===== config.mk =====
export PLATFORM = sky130hd
export DESIGN_NAME = gen_clock_frac
export DESIGN_NICKNAME = d
export VERILOG_FILES = /design/src/rtl/gen_clock_frac.sv
export SDC_FILE = /design/constraint.sdc
export NUM_CORES = 1
export LEC_CHECK = 0
export CAP_MARGIN = 10
export CORE_MARGIN = 3
export CORE_UTILIZATION = 42
export CTS_BUF_LIST = sky130_fd_sc_hd__clkbuf_4 sky130_fd_sc_hd__clkbuf_8
export DETAILED_ROUTE_END_ITERATION = 10
export SLEW_MARGIN = 20
export SYNTH_ARGS = -nofsm -noshare
export SYNTH_HDL_FRONTEND = slang
export SYNTH_SLANG_ARGS = --single-unit

===== constraint.sdc =====
create_clock -name clock_in -period 4.9 [get_ports clock_in]
set_input_delay 0.98 -clock clock_in [delete_from_list [all_inputs] [get_ports clock_in]]
set_output_delay 0.98 -clock clock_in [all_outputs]
set_load 0.005 [all_outputs]

===== src/rtl/gen_clock_frac.sv =====
// gen_clock_frac: multi-channel fractional clock generator using per-channel phase accumulators
//   clock_in  system clock, all logic on rising edge
//   reset_n   asynchronous active-low reset
//   enable    1 = generators step, 0 = freeze (acc, clock_out, cfg_err held, tick low)
//   load      1-cycle strobe: latch in_freq/out_freq (and phase), realign all channels
//   in_freq   clock_in frequency in Hz
//   out_freq  channel i target frequency at [i*FREQ_W +: FREQ_W]
//   phase     (only with GEN_CLOCK_PHASE_EN) channel i initial accumulator value
//   clock_out generated clocks, registered
//   tick      1-cycle pulse on each 0->1 of clock_out[i]
//   cfg_err   channel i holds an illegal config (2*out > in)
// Optional feature macro: GEN_CLOCK_PHASE_EN
module gen_clock_frac #(
    parameter int NUM_CH = 3,
    parameter int FREQ_W = 32
) (
    input  logic                     clock_in,
    input  logic                     reset_n,
    input  logic                     enable,
    input  logic                     load,
    input  logic [FREQ_W-1:0]        in_freq,
    input  logic [NUM_CH*FREQ_W-1:0] out_freq,
`ifdef GEN_CLOCK_PHASE_EN
    input  logic [NUM_CH*FREQ_W-1:0] phase,
`endif
    output logic [NUM_CH-1:0]        clock_out,
    output logic [NUM_CH-1:0]        tick,
    output logic [NUM_CH-1:0]        cfg_err
);

    logic [FREQ_W-1:0] in_f_r;

    always_ff @(posedge clock_in or negedge reset_n)
        if (!reset_n)
            in_f_r <= '0;
        else if (load)
            in_f_r <= in_freq;

    for (genvar i = 0; i < NUM_CH; i++) begin : g_ch
        logic [FREQ_W-1:0] out_r, acc, acc_nxt, init;
        logic [FREQ_W:0]   sum;
        logic              wrap, run, co, tk, er;
`ifdef GEN_CLOCK_PHASE_EN
        assign init = (phase[i*FREQ_W +: FREQ_W] < in_freq) ? phase[i*FREQ_W +: FREQ_W] : '0;
`else
        assign init = '0;
`endif
        // One extra bit keeps acc + 2*out exact; acc < in and 2*out <= in bound the result.
        always_comb begin
            sum     = {1'b0, acc} + {out_r, 1'b0};
            wrap    = sum >= {1'b0, in_f_r};
            acc_nxt = wrap ? FREQ_W'(sum - {1'b0, in_f_r}) : FREQ_W'(sum);
            run     = enable && (out_r != '0) && !er;
        end
        always_ff @(posedge clock_in or negedge reset_n)
            if (!reset_n) begin
                out_r <= '0;
                acc   <= '0;
                co    <= 1'b0;
                tk    <= 1'b0;
                er    <= 1'b0;
            end else if (load) begin
                out_r <= out_freq[i*FREQ_W +: FREQ_W];
                acc   <= init;
                co    <= 1'b0;
                tk    <= 1'b0;
                er    <= {out_freq[i*FREQ_W +: FREQ_W], 1'b0} > {1'b0, in_freq};
            end else if (run) begin
                acc   <= acc_nxt;
                co    <= co ^ wrap;
                tk    <= wrap && !co;
            end else
                tk    <= 1'b0;
        assign clock_out[i] = co;
        assign tick[i]      = tk;
        assign cfg_err[i]   = er;
    end

endmodule


==> results.md <==
- Outcome: finished, violations left
- Failing checks: setup timing
- Final Setup Violations: 9
- Synth Area per Inst: 8.774 um2
- CP cell instances: ha_2, fa_2, a21o_1, a311o_2, nand3_4, a311oi_4, a221oi_2, buf_4, inv_1, a21oi_2, xnor2_2, ha_2, a21oi_2, nor2_4, a311o_1, nor3b_2, o221ai_4, nand3_2, o22ai_4, nor3_4, buf_12, clkinvlp_4, mux2_4, o22ai_2
- Synth Flop Type: dfrtp_1
- Asr flop ratio synth: 100.0%
- Cell family with most CP delay: compound AO/OA/AOI/OAI gates
- Post-synthesis to final-layout area growth: 30.88%
- Worst-path maximum fanout: 6
- TritonCTS Sinks: 233
- Clk slew on worst S/H paths: 0.06 ns
- Max frequency: 200.0 MHz
- H-tree depth: 2
- Sw Share: 43.72%
- Synthesized Nets: 2,880
- I/O pin total: 141
- Area of the multi-input gates: 15,970 um2
- Detail Placement HPWL: 64,440 um
- Power Dens Cells: 483.4 nW/um2
- Post-synth EDFFs: 0
- Clk_lat worst skew: 0.66 ns
- 1st-pass router iterations: 8
- Vias per cell: 5.884
- Std-Cell Rows: 82
- Internal power: 0.007676 W
- R2r endpoint: g_ch[0].acc[1]
- Final Core Density: 55.89%
- Tcrit/Tclk final: 102.0%
- HP Class: in2async
- WP data arrival: 5.57 ns
- Synth Instances: 2,457
- Logic gate share of total power: 65.8%
- Layout Nets: 3,294
- Core Area: 50,480 um2
- Longest Clk Path Bufs: 3
- Vias: 21.08k
- Port Buffer Count: 140
- CTS buffer count: 46
- R2r startpoint: g_ch[0].acc[1]
- Final ANT Viol Nets: 0
- Fin area: 28,210 um2
- Worst path bufs/invs: 4
- Synthesized cell area: 21,560 um2
- Die footprint: 54,080 um2
- Max incr delay on CP: 0.40 ns
- First-pass GRT wire length: 121,600 um
- Worst rel slew slack: 18.80%
- Sequential share of power: 17.2%
- Reg2reg setup slack: -0.10 ns
- Met1 WL: 35,720 um
- Chip Width: 232.6 um
- Met2 WL: 38,100 um
- Endpoint type of the worst setup path: flop
- Initial core utilization: 42.71%
- Die Y-Extent: 232.6 um
- Cells on worst reg2reg path: 24
- Final WL: 82,040 um
- Commonest non-fill, non-tap cell in the layout: buf_4
- Antenna violations before repair: 4
- Pin slew with the least headroom to its limit: 1.213 ns
- GP Congestion: 0.9902
- Met3 WL: 4738 um
- Fill cells: 4,588
- Clock skew: 0.04687 ns
- Maximum VDD drop: 0.2018 mV
- Clock Power Share: 17.0%
- Largest net degree at the start of global routing: 114
- Critical Path RT: 5.47 ns
- Final Hold Viols: 0
- Sequential area share after synthesis: 27.05%
- CP max stage cell: a311o_2
- Grt ovf: 0
- Post-DP Area: 25,460 um2
- Psw: 0.005963 W
- Gr usage total: 29.32%
- Uppermost layer routed: met5
- Most frequent cells in the layout: buf_4 (281), ha_1 (265), dfrtp_1 (233)
- Sequential cell area: 5831 um2
- Clk root buf: clkbuf_8
- Vias in the first global route: 20.55k
- Dpl ws: -0.3909 ns
- Synth Register Bits: 233
- Unique masters post-synth: 93
- CTS tree: done
- Drt first-iter violations: 1,511
- Setup ws final: -0.1003 ns
- Minimum clock period: 5.000 ns
- Synth warnings: 0
- WL/cell: 22.90 um
- CP startpoint kind: flop
- MaxCap Viol Count: 0
- DR DRC count: 0
- Hold-fix buffers, CTS: 0
- Share of cells above drive strength 1: 24.36%
- RSZ-0062 raised after global routing: true
- Leakage: 13.16 nW
- Final Max Tran Viols: 0
- Crit path kind: reg2reg
[kinds of logic (layout without fill, tap and decap cells)]
group           Yosys count  count (layout)  share of synthesized area [%]
compound gates          806             806                          24.16
simple gates            627             627                          14.25
flops                   233             233                          27.05
xor+xnor                149             149                          6.054
other cells               0               3                              0
fa+ha+maj               291             291                          17.10
mux                     145             145                          7.319
buf+inv                 206             656                          4.069
[registers in the layout, indices dropped and copies added (netlist names)]
name / flops
g_ch.tk: 3
g_ch.out_r: 96
g_ch.er: 3
g_ch.co: 3
in_f_r: 32
g_ch.acc: 96
[power groups by stage]
stage	registers [W]	logic, W	clock network (W)
4_1_cts	0.00234	0.00806	0.00236
3_5_place_dp	0.00237	0.00780	0
2_1_floorplan	0.00229	0.00511	0
5_1_grt	0.00237	0.00972	0.00245
6_report	0.00235	0.00898	0.00231
3_3_place_gp	0.00236	0.00772	0
[how the worst max path moves through the flow]
| stage | startpoint | end | slack [ns] | depth (start not counted) |
|---|---|---|---|---|
| floorplan | g_ch[0].out_r[4] | g_ch[0].co | 0.01 | 22 |
| global placement | g_ch[1].out_r[0] | g_ch[1].acc[8] | -0.23 | 20 |
| detailed placement | g_ch[1].out_r[0] | g_ch[1].acc[27] | -0.39 | 21 |
| CTS | g_ch[0].acc[1] | g_ch[0].acc[1] | -0.09 | 23 |
| global route | g_ch[0].acc[1] | g_ch[0].acc[1] | -0.25 | 23 |
| finish | g_ch[0].acc[1] | g_ch[0].acc[1] | -0.10 | 24 |
[per-stage QoR]
stage,TNS (ns),std cells,hold slack [ns],power (W)
detailed placement,-11.37,3438,0.4848,0.01017
floorplan,0,2457,0.4596,0.007403
global placement,-5.814,3438,0.4810,0.01009
CTS,-0.1964,3535,0.4528,0.01276
global route,-8.877,3580,0.4808,0.01455
finish,-0.3140,3582,0.4373,0.01364
[synthesized netlist by cell type (30+ instances only)]
| cell | n | area share (%) |
|---|---|---|
| inv_1 | 115 | 2.0 |
| nand2_1 | 178 | 3.1 |
| xnor2_1 | 96 | 3.9 |
| ha_1 | 285 | 17 |
| nor4_1 | 30 | 0.87 |
| mux2i_1 | 47 | 2.2 |
| nor3_1 | 40 | 0.93 |
| o21ai_0 | 172 | 4.0 |
| clkbuf_1 | 60 | 1.0 |
| dfrtp_1 | 233 | 27 |
| xor2_1 | 53 | 2.2 |
| a21o_1 | 113 | 3.9 |
| nor2_1 | 156 | 2.7 |
| nand3_1 | 40 | 0.93 |
| a211oi_1 | 53 | 1.8 |
| a31oi_1 | 32 | 0.93 |
| mux2_2 | 97 | 5.1 |
| nand4_1 | 45 | 1.3 |
| a21oi_1 | 226 | 5.2 |
[area by class of cell]
class | instances | area share (%)
multi-input cells | 2018 | 56.59
repair inverters | 1 | 0.02661
clock buffers | 72 | 3.335
repair buffers | 454 | 14.34
flip-flops and latches | 233 | 20.67
well taps | 672 | 2.980
inverters | 117 | 1.619
clock inverters | 12 | 0.4169
diodes | 3 | 0.02661
[timing repair]
action,CTS,global route
gates cloned,1,5
gates resized for setup,51,185
buffers inserted,12,42
endpoints found under the setup margin,100,102
pin swaps,33,121
[per-layer routing]
| layer | vias up | global-route usage, % |
|---|---|---|
| li1 | 9999 | - |
| met1 | 10260 | 38.96 |
| met2 | 658 | 48.59 |
| met3 | 162 | 4.077 |
| met4 | 2 | 10.74 |
| met5 | - | 0 |
Power figures use the tool's default switching activity.
